**config.mk**
```make
export PLATFORM = sky130hd
export DESIGN_NAME = mult_datapath
export DESIGN_NICKNAME = d
export VERILOG_FILES = /design/src/rtl/mult_datapath.sv
export SDC_FILE = /design/constraint.sdc
export NUM_CORES = 1
export LEC_CHECK = 0
export CORE_AREA = 2 2 106 134
export DETAILED_ROUTE_END_ITERATION = 12
export DIE_AREA = 0 0 108 136
export DONT_BUFFER_PORTS = 1
export HOLD_SLACK_MARGIN = 0.05
export PLACE_DENSITY_LB_ADDON = 0.25
export SYNTH_ARGS = -nofsm -noshare
export SYNTH_HDL_FRONTEND = slang
export SYNTH_SLANG_ARGS = --single-unit
```
**constraint.sdc**
```tcl
create_clock -name clk -period 3.35 [get_ports clk]
set_input_delay 1.005 -clock clk [delete_from_list [all_inputs] [get_ports clk]]
set_output_delay 1.005 -clock clk [all_outputs]
set_load 0.1 [all_outputs]
```
**src/rtl/mult_datapath.sv**
```systemverilog
// Repeated-addition multiplier datapath: holds A, counts B down, accumulates A into P,
// and hands the finished product to a valid/ready consumer with a sticky overwrite flag.
module mult_datapath #(
    parameter int unsigned WIDTH = 16
) (
    input  logic                 clk,
    input  logic                 rst,
    input  logic [WIDTH-1:0]     data_in,
    input  logic                 ld_a,
    input  logic                 ld_b,
    input  logic                 ld_p,
    input  logic                 clr,
    input  logic                 dec,
    output logic                 eqz,
    output logic                 busy,
    output logic                 res_valid,
    input  logic                 res_ready,
    output logic [2*WIDTH-1:0]   res_data,
    output logic                 ovr
);

    localparam int unsigned PW = 2 * WIDTH;

    logic [WIDTH-1:0] a_q;
    logic [WIDTH-1:0] b_q;
    logic [WIDTH-1:0] b_d;
    logic [PW-1:0]    p_q;
    logic [PW-1:0]    p_d;
    logic             b_nz;
    logic             done;
    logic             xfer;
    logic             busy_d;
    logic             valid_d;
    logic             ovr_d;

    assign b_nz = (b_q != '0);
    // eqz decodes the registered counter only; no input reaches it combinationally
    assign eqz  = ~b_nz;

    // Done fires when the armed operation takes its last (or only) decrement
    always_comb begin
        done = busy & dec & (b_q <= WIDTH'(1));
        xfer = res_valid & res_ready;
    end

    // B counter: load wins over decrement, and it saturates at zero
    always_comb begin
        b_d = b_q;
        if (ld_b) begin
            b_d = data_in;
        end else if (dec && b_nz) begin
            b_d = b_q - WIDTH'(1);
        end
    end

    // P accumulator: clear wins; adds at B == 0 are dropped to guard against controller overrun
    always_comb begin
        p_d = p_q;
        if (clr) begin
            p_d = '0;
        end else if (ld_p && b_nz) begin
            p_d = p_q + PW'(a_q);
        end
    end

    // Armed flag, result-valid and overwrite flag next-state
    always_comb begin
        busy_d  = busy;
        valid_d = res_valid;
        ovr_d   = ovr;
        if (done) begin
            busy_d = 1'b0;
        end
        if (ld_b) begin
            busy_d = 1'b1;
        end
        if (done) begin
            valid_d = 1'b1;
        end else if (xfer) begin
            valid_d = 1'b0;
        end
        if (clr) begin
            ovr_d = 1'b0;
        end
        if (done && res_valid && !res_ready) begin
            ovr_d = 1'b1;
        end
    end

    always_ff @(posedge clk or negedge rst) begin
        if (!rst) begin
            a_q       <= '0;
            b_q       <= '0;
            p_q       <= '0;
            busy      <= 1'b0;
            res_valid <= 1'b0;
            res_data  <= '0;
            ovr       <= 1'b0;
        end else begin
            if (ld_a) begin
                a_q <= data_in;
            end
            b_q       <= b_d;
            p_q       <= p_d;
            busy      <= busy_d;
            res_valid <= valid_d;
            ovr       <= ovr_d;
            // Capture the post-edge P so a same-cycle add or clear is included
            if (done) begin
                res_data <= p_d;
            end
        end
    end

endmodule

```
==> After elaboration in Yosys (flattened, before gate mapping) <==
Cells that the tools add are included.
{ "op_classes": {"n_addsub": 2, "muxes": 10, "n_lt_le_gt_ge": 1, "reduce_logical": 10, "n_bitwise": 4} }
{ "op_table": {"columns": ["cell", "n"], "rows": [
  ["$mux 32", 2],
  ["$add 32x16->32", 1],
  ["$mux 16", 2],
  ["$le 16x1->1 const B", 1],
  ["$reduce_bool 16->1", 1],
  ["$sub 16x1->16 const B", 1],
  ["$reduce_bool 2->1", 4],
  ["$mux 1", 6],
  ["$logic_and 1x1->1", 4],
  ["$and 1x1->1", 3],
  ["$logic_not 1->1", 1],
  ["$not 1->1", 1]
]} }
{ "word_totals": {"out_inout_bits": 36, "regBits": 99, "word_cells": 34} }

==> Depth between registers and ports, before layout <==
Gate-level depths: netlist of run 1.
{ "logic_depth": {"word_depth": 5, "ltp_mapped": 10} }

==> Worst setup path before layout of run 1 <==
Ideal clock, no wire load.
{ "synth_path": {"path_type": "reg2out", "start": "reg b_q[11]", "end": "out eqz", "t_required_ps": 2345, "n_path_buf": 0, "arrival_time_ps": 2789, "stages_incl_launch_ff": 4, "path_slack_ps": -444, "cell_sequence": "dfrtp_1 > or4_4 > nor4_1 > nor2b_1"} }
{ "synth_via": {"elab_chain_cells": 2} }
{ "synth_lines": {"columns": ["item", "line", "text"], "rows": [
  ["start, declared", "25", "logic [WIDTH-1:0] b_q;"],
  ["start signal, assigned", "93", "b_q <= '0;"],
  ["start signal, assigned", "103", "b_q <= b_d;"],
  ["$reduce_bool 16->1", "36", "assign b_nz = (b_q != '0);"],
  ["$not 1->1", "38", "assign eqz = ~b_nz;"],
  ["end, declared", "14", "output logic eqz,"]
]} }
Every way passes these cells.

==> Worst setup path in the final report of run 1 <==
Same ends and word-level chain as after synthesis.

==> impl_metrics.env, run 1 <==
export IMPL_syn_avg_cell_area_sq_um=10.2
export IMPL_syn_area_sq_mm=0.00516
export IMPL_dieArea_sq_mm=0.0147
export IMPL_antenna_cells=0
export IMPL_synth_nets=550
export IMPL_placed_area_sq_mm=0.00534
export IMPL_power_density_mw_per_mm2=535
export IMPL_die_y_um=136
export IMPL_cp_data_arrival_time_ns=2.23
export IMPL_final_min_clock_period_ns=3.23
export IMPL_cpPeakStageDelay_ns=0.59
export IMPL_io_buffers=0
export IMPL_area_growth_pct=10.0
export IMPL_cts_buffer_depth=2
export IMPL_cp_end_kind="output pin"
export IMPL_vias=3762
export IMPL_insertion_delay_ns=0.34
export IMPL_grt_overflow_total=0
export IMPL_synth_async_reset_ratio=1.00
export IMPL_slew_viol_final=0
export IMPL_routedWlPerCell_um=17.8
export IMPL_grt_usage=0.177
export IMPL_finalHoldViolations=0
export IMPL_finClkSkew_ns=0.00668
export IMPL_max_slew_margin=0.376
export IMPL_drtAntennaViolNets=0
export IMPL_grt_pass1_vias=3784
export IMPL_grt_antenna_before_repair=0
export IMPL_status="finished clean"
export IMPL_cts_clk_slew_worst_paths_ns=0.07
export IMPL_dpl_hpwl_um=8710
export IMPL_setup_viol=0
export IMPL_crit_chain="or4_4 > nor4_2 > nor2b_2 > buf_12"
export IMPL_coreArea_sq_mm=0.0135
export IMPL_setup_tns_ns=0
export IMPL_cts_resized=1
export IMPL_via_per_inst=5.52
export IMPL_cts_buffers_inserted=9
export IMPL_final_area_sq_mm=0.00568
export IMPL_leakage_nw=2.44
export IMPL_synth_edf_count=0
export IMPL_worst_pin_slew_ns=0.935
export IMPL_postCtsSetupBuffers=0
export IMPL_initial_core_util=0.382
export IMPL_place_congestion=0.909
export IMPL_yosys_warnings=0
export IMPL_ys_types=60
export IMPL_cts_root_buf="clkbuf_16"
export IMPL_first_pass_iters=4
export IMPL_hold_buffers=0
export IMPL_startpoint_type="flop"
export IMPL_ys_seq_elements=99
export IMPL_drc_errors=0
export IMPL_drive_above_1_share=0.138
export IMPL_ios=60
export IMPL_crit_fanout=6
export IMPL_ir_drop_mv=0.238
export IMPL_min_path_type="input port to async pin"
export IMPL_postSynthCellCount=507
export IMPL_grt_pass1_wl_um=20000
export IMPL_crit_buf_inv=1
export IMPL_rsz0062_at_grt="no"
export IMPL_max_cap_viol_count=0
export IMPL_post_route_period_util=0.965
export IMPL_htree_levels=3
export IMPL_nets=545
export IMPL_crit_type="flop to output pin"
export IMPL_die_w_um=108
export IMPL_rows=48
export IMPL_grt_max_degree=100
export IMPL_drt_iter0_drc=175
export IMPL_yosysSeqAreaShare=0.480
export IMPL_cp_top_family="simple AND/OR/NAND/NOR gates"
export IMPL_startpoint="b_q[11]"
export IMPL_wirelength_um=12100
export IMPL_reg2reg_from="b_q[0]"
export IMPL_clock_fmax_ghz=0.309
export IMPL_synth_flop_cell="dfrtp_1"
export IMPL_cts_sinks=99
export IMPL_cp_required_ns=2.34
export IMPL_cts_tree="yes"
export IMPL_final_core_util=0.420
export IMPL_slowest_stage="or4_4"
## power by group
group          leakage (nW)  switching, mW  internal, mW  total [mW]
combinational         0.979          0.322         0.235       0.558
sequential             1.30         0.0768          1.27        1.35
clock                 0.159          0.440         0.694        1.13
total                  2.44          0.839          2.20        3.04
## cell usage after synthesis (12+ instances only)
| cell | number | area share |
|---|---|---|
| a21oi_1 | 25 | 0.024 |
| o21ai_0 | 32 | 0.031 |
| xnor2_1 | 25 | 0.042 |
| mux2_2 | 23 | 0.050 |
| nor2_1 | 50 | 0.036 |
| dfrtp_1 | 99 | 0.48 |
| nand3_1 | 12 | 0.012 |
| clkbuf_1 | 16 | 0.012 |
| xor2_1 | 14 | 0.024 |
| a21o_1 | 14 | 0.020 |
| nand2_1 | 60 | 0.044 |
| ha_1 | 18 | 0.044 |
## registers in the layout, summed over array words and instances, names as in the netlist
| register | cells |
|---|---|
| p_q | 32 |
| b_q | 16 |
| a_q | 16 |
| busy | 1 |
| res_data | 32 |
| res_valid | 1 |
| ovr | 1 |
## cell type report
cell class	count	area, sq um
multi-input cells	381	2580
inverters	7	26.3
clock buffers	12	256
repair buffers	4	42.5
flip-flops and latches	99	2480
well taps	175	219
fillers	1304	7830
clock inverters	4	72.6
## worst paths after layout
path,to,slack [ns],cells past startpoint
worst max-delay path,eqz,0.12,4
worst min-delay path,b_q[0],0.35,0
worst max register to register,res_data[18],0.44,9
worst min register to register,a_q[2],0.53,1
max in group asynchronous,a_q[12],2.77,0
min in group clk,a_q[2],0.53,1
## layout by cell type (no fill, tap or decap), types with 7 or more instances in the layout
| cell | instances |
|---|---|
| inv_1 | 7 |
| mux2_2 | 23 |
| dfrtp_1 | 99 |
| nor3_1 | 7 |
| nand3_1 | 12 |
| ha_1 | 18 |
| nand4_1 | 9 |
| xor2_1 | 14 |
| a31oi_1 | 9 |
| a21oi_1 | 25 |
| nor2_1 | 50 |
| clkbuf_16 | 9 |
| nand2_1 | 60 |
| a21o_1 | 14 |
| o21ai_0 | 32 |
| xnor2_1 | 25 |
| o21ai_1 | 11 |
## worst register-to-register path, cell delays in order (launching register included)
cell and delay, ns:
dfrtp_1 0.42, inv_1 0.11, ha_1 0.21, or3b_4 0.44, nand4b_2 0.39, nand2_2 0.51, nor2_1 0.10, a31oi_1 0.22
xor2_1 0.27, o21ai_1 0.11
## metrics by stage
stage                     instances  hold slack, ns  total power [mW]  worst slack (ns)
after floorplan                 507           0.487              1.81            0.0624
after global placement          666           0.508              1.91             0.478
after detailed placement        666           0.510              1.92             0.389
after CTS                       682           0.329              3.07             0.116
after global routing            682           0.328              3.20            0.0331
final                           682           0.349              3.04             0.116
## metal layers
metal	up-vias	wire (um)	track usage
met3	15	592	0.0374
li1	1812	-	-
met4	0	276	0.0670
met1	1866	5100	0.219
met5	-	0	0
met2	69	6170	0.304
## kinds of logic after synthesis
group                    share of synthesized area
AND/OR/NAND/NOR                              0.166
AO/OA/AOI/OAI                                0.164
flip-flops                                   0.480
XOR/XNOR                                    0.0662
buffers and inverters                       0.0211
multiplexers                                0.0560
adder cells (fa/ha/maj)                     0.0475
Power figures use the tool's default switching activity.
==> run 2: changes to the inputs <==
--- a/config.mk
+++ b/config.mk
@@ -11,6 +11,7 @@
 export DONT_BUFFER_PORTS = 1
 export HOLD_SLACK_MARGIN = 0.05
 export PLACE_DENSITY_LB_ADDON = 0.25
+export SETUP_SLACK_MARGIN = 0.3
 export SYNTH_ARGS = -nofsm -noshare
 export SYNTH_HDL_FRONTEND = slang
 export SYNTH_SLANG_ARGS = --single-unit
==> constraint.sdc (replaced) <==
create_clock -name clk -period 2.88 [get_ports clk]
set_input_delay 0.864 -clock clk [delete_from_list [all_inputs] [get_ports clk]]
set_output_delay 0.864 -clock clk [all_outputs]
set_load 0.1 [all_outputs]
==> run 2 against run 1 <==
  * Non-clock buffer count rose by 29
  * First-iteration DRC count rose by 39%
  * Combinational power rose by 38%
  * Clock skew rose by 0.0010 ns
  * Design area rose by 7.3%
  * Critical path type unchanged
  * Critical endpoint unchanged
==> impl_metrics.env, run 2 (same netlist as run 1, synthesis figures left out) <==
export IMPL_cts_clk_slew_worst_paths_ns=0.07
export IMPL_crit_chain="or4_4 > nor4_4 > nor2b_4 > buf_12"
export IMPL_grt_antenna_before_repair=0
export IMPL_status="finished clean"
export IMPL_cp_top_family="simple AND/OR/NAND/NOR gates"
export IMPL_leakage_nw=2.62
export IMPL_drt_iter0_drc=244
export IMPL_grt_pass1_wl_um=21000
export IMPL_final_core_util=0.451
export IMPL_dpl_hpwl_um=9270
export IMPL_crit_type="flop to output pin"
export IMPL_worst_pin_slew_ns=0.921
export IMPL_slowest_stage="or4_4"
export IMPL_startpoint_type="flop"
export IMPL_grt_usage=0.188
export IMPL_grt_overflow_total=0
export IMPL_max_slew_margin=0.386
export IMPL_finalHoldViolations=0
export IMPL_final_common_cell="dfrtp_1"
export IMPL_finClkSkew_ns=0.00769
export IMPL_setup_tns_ns=0
export IMPL_cpPeakStageDelay_ns=0.56
export IMPL_clock_fmax_ghz=0.352
export IMPL_power_density_mw_per_mm2=570
export IMPL_cts_sinks=99
export IMPL_final_min_clock_period_ns=2.84
export IMPL_htree_levels=3
export IMPL_ios=60
export IMPL_crit_buf_inv=1
export IMPL_die_w_um=108
export IMPL_crit_fanout=2
export IMPL_cts_tree="yes"
export IMPL_rows=48
export IMPL_min_path_type="input port to async pin"
export IMPL_cp_end_kind="output pin"
export IMPL_nets=574
export IMPL_reg2reg_slack_ns=0.32
export IMPL_top_regs="p_q: 32 flops, res_data: 32 flops"
export IMPL_via_per_inst=5.61
export IMPL_io_buffers=0
export IMPL_slew_viol_final=0
export IMPL_vias=3990
export IMPL_grt_pass1_vias=4022
export IMPL_wirelength_um=13200
export IMPL_cp_data_arrival_time_ns=1.98
export IMPL_dieArea_sq_mm=0.0147
export IMPL_insertion_delay_ns=0.36
export IMPL_post_route_period_util=0.986
export IMPL_cp_required_ns=2.02
export IMPL_cts_buffer_depth=2
export IMPL_area_growth_pct=18.1
export IMPL_routedWlPerCell_um=18.6
export IMPL_drtAntennaViolNets=0
export IMPL_cts_buffers_inserted=9
export IMPL_cts_root_buf="clkbuf_16"
export IMPL_most_common_layout_cells="dfrtp_1, nand2_1, nor2_1"
export IMPL_rsz0062_at_grt="yes"
export IMPL_setup_viol=0
export IMPL_first_pass_iters=5
export IMPL_initial_core_util=0.382
export IMPL_max_cap_viol_count=0
export IMPL_drive_above_1_share=0.222
export IMPL_hold_buffers=0
export IMPL_coreArea_sq_mm=0.0135
export IMPL_ir_drop_mv=0.261
export IMPL_drc_errors=0
export IMPL_antenna_cells=0
export IMPL_grt_max_degree=100
export IMPL_die_y_um=136
export IMPL_place_congestion=0.890
==> run 2: layout make-up <==
type | count | area, sq um
fillers | 1292 | 7420
multi-input cells | 381 | 2810
flip-flops and latches | 99 | 2480
repair buffers | 33 | 289
clock buffers | 12 | 246
well taps | 175 | 219
clock inverters | 4 | 26.3
inverters | 7 | 26.3
==> run 2: routing by layer <==
metal / vias up / global-route usage / wire (um)
met5: - / 0 / 0
met4: 0 / 0.0869 / 459
met3: 34 / 0.0460 / 707
met2: 97 / 0.326 / 6730
met1: 1991 / 0.218 / 5310
li1: 1868 / - / -
==> run 2: repair_timing <==
action	CTS	global route
setup buffers	6	7
resized for setup	10	32
setup endpoints to repair	32	34
hold endpoints to repair	0	0
pin swaps	6	30
==> run 2: worst paths after layout <==
kind / to / startpoint / cells after the start
worst min-delay path: a_q[1] / rst / 0
worst max-delay path: eqz / b_q[11] / 4
max in group asynchronous: res_data[25] / rst / 0
worst min register to register: res_data[8] / res_data[8] / 2
min in group clk: res_data[8] / res_data[8] / 2
worst max register to register: res_data[14] / p_q[0] / 9
==> run 2: report_power, final <==
group,internal (mW),switching (mW),leakage [nW],total [mW]
Clock,0.609,0.526,0.133,1.13
Combinational,0.324,0.446,1.19,0.771
Sequential,1.48,0.0875,1.30,1.57
==> run 2: per-stage QoR <==
stage	cells	hold slack (ns)	area (sq um)	worst slack, ns	power, mW
3_3_place_gp	682	0.493	5500	0.190	2.25
3_5_place_dp	682	0.492	5500	0.0728	2.26
2_1_floorplan	507	0.487	5190	0.210	2.11
5_1_grt	711	0.181	6100	0.00226	3.64
6_report	711	0.198	6100	0.0397	3.47
4_1_cts	704	0.186	5860	0.0156	3.44
==> run 3: changes to the inputs <==
==> constraint.sdc (replaced) <==
create_clock -name clk -period 3.33 [get_ports clk]
set_input_delay 0.999 -clock clk [delete_from_list [all_inputs] [get_ports clk]]
set_output_delay 0.999 -clock clk [all_outputs]
set_load 0.1 [all_outputs]
==> run 3 against run 2 <==
  * Die area is the same
  * Wire length fell by 8.4%
  * Clock power increased by 7%
  * Sequential power decreased by 13%
  * Worst setup slack improved by 0.34 ns
  * Count of clock-buffer cells in the layout down 3
  * Via count is 6.1% lower
  * Combinational power decreased by 27%
  * First-iteration DRC count fell by 15%
  * Register-to-register slack improved by 0.20 ns
  * Largest cell class unchanged
==> impl_metrics.env, run 3 (same netlist as run 1, synthesis figures left out) <==
export IMPL_ff2ff_path_depth=9
export IMPL_grt_pass1_vias=3902
export IMPL_wirelength_um=12100
export IMPL_via_per_inst=5.46
export IMPL_initial_core_util=0.382
export IMPL_grt_overflow_total=0
export IMPL_drt_iter0_drc=207
export IMPL_cts_tree="yes"
export IMPL_final_common_cell="dfrtp_1"
export IMPL_setup_viol=0
export IMPL_first_pass_iters=5
export IMPL_ios=60
export IMPL_top_regs="p_q: 32 flops, res_data: 32 flops"
export IMPL_reg2reg_from="a_q[0]"
export IMPL_final_min_clock_period_ns=2.95
export IMPL_reg2reg_slack_ns=0.52
export IMPL_worst_pin_slew_ns=0.926
export IMPL_max_slew_margin=0.383
export IMPL_cts_root_buf="clkbuf_16"
export IMPL_cts_buffer_depth=2
export IMPL_hold_buffers=0
export IMPL_routedWlPerCell_um=17.6
export IMPL_cp_end_kind="output pin"
export IMPL_rsz0062_at_grt="no"
export IMPL_fillCellCount=1297
export IMPL_drtAntennaViolNets=0
export IMPL_htree_levels=3
export IMPL_most_common_layout_cells="dfrtp_1, nand2_1, nor2_1"
export IMPL_crit_type="flop to output pin"
export IMPL_drive_above_1_share=0.151
export IMPL_place_congestion=0.908
export IMPL_die_y_um=136
export IMPL_grt_antenna_before_repair=1
export IMPL_cp_required_ns=2.33
export IMPL_cts_buffers_inserted=9
export IMPL_vias=3748
export IMPL_power_mw=3.13
export IMPL_cts_sinks=99
export IMPL_cts_clk_slew_worst_paths_ns=0.07
export IMPL_leakage_nw=2.47
export IMPL_grt_max_degree=100
export IMPL_grt_pass1_wl_um=19900
export IMPL_crit_reg2reg_capture="res_data[18]"
export IMPL_die_w_um=108
export IMPL_area_growth_pct=11.4
export IMPL_io_buffers=0
export IMPL_antenna_cells=0
export IMPL_post_route_period_util=0.887
export IMPL_finalHoldViolations=0
export IMPL_dpl_hpwl_um=8800
export IMPL_status="finished clean"
export IMPL_slew_viol_final=0
export IMPL_clock_fmax_ghz=0.339
export IMPL_insertion_delay_ns=0.35
export IMPL_nets=549
export IMPL_finClkSkew_ns=0.00945
export IMPL_startpoint_type="flop"
export IMPL_setup_tns_ns=0
export IMPL_crit_fanout=4
export IMPL_ir_drop_mv=0.219
export IMPL_coreArea_sq_mm=0.0135
export IMPL_power_density_mw_per_mm2=544
export IMPL_drc_errors=0
export IMPL_grt_usage=0.177
export IMPL_max_cap_viol_count=0
export IMPL_cp_data_arrival_time_ns=1.95
export IMPL_rows=48
export IMPL_dieArea_sq_mm=0.0147
export IMPL_min_path_type="input port to async pin"
==> run 3: where the power goes <==
part,total [mW],switching [mW],internal [mW]
Sequential,1.36,0.0783,1.28
Clock,1.21,0.468,0.741
Combinational,0.564,0.323,0.242
Total,3.13,0.869,2.26
==> run 3: routing by layer <==
| layer | vias up | part of all wire | global-route usage |
|---|---|---|---|
| li1 | 1821 | - | - |
| met1 | 1818 | 0.41 | 0.208 |
| met2 | 82 | 0.50 | 0.298 |
| met3 | 27 | 0.055 | 0.0523 |
| met4 | 0 | 0.030 | 0.0776 |
| met5 | - | 0 | 0 |
==> run 3: cell type report <==
type	count	area [sq um]	area share
clock buffer	9	225	0.0392
clock inverter	7	124	0.0215
inverter	7	26.3	0.00457
multi-input combinational	381	2610	0.453
sequential	99	2480	0.431
tap	175	219	0.0381
timing repair buffer	8	72.6	0.0126
==> run 3: worst max-delay path by stage <==
| stage | slack [ns] | cells after the start | startpoint | end |
|---|---|---|---|---|
| final | 0.38 | 4 | b_q[6] | eqz |
| after global routing | 0.30 | 9 | a_q[0] | res_data[18] |
| after CTS | 0.32 | 4 | b_q[7] | eqz |
| after detailed placement | 0.39 | 4 | b_q[11] | eqz |
| after global placement | 0.46 | 4 | b_q[11] | eqz |
| after floorplan | 0.32 | 3 | b_q[11] | eqz |
==> run 3: repair_timing <==
item / in CTS / in global routing
setup endpoints to repair: 1 / 7
resized for setup: 3 / 2
pin swaps: 2 / 1
buffers inserted: 1 / 3
==> run 3: worst max-delay path: stages (launching register included) <==
cell and delay (ns):
dfrtp_1 0.41, or4_4 0.58, nor4_4 0.24, nor2b_4 0.21, buf_12 0.18
==> run 3: per-stage QoR <==
step           instance area [sq um]  cells   util  hold WS (ns)  setup slack [ns]
2_1_floorplan                   5170    507      -         0.487             0.323
3_3_place_gp                    5350    666  0.396         0.508             0.460
3_5_place_dp                    5350    666  0.396         0.511             0.395
4_1_cts                         5720    683  0.423         0.319             0.321
5_1_grt                         5750    686  0.426         0.315             0.302
6_report                        5750    686  0.426         0.338             0.378
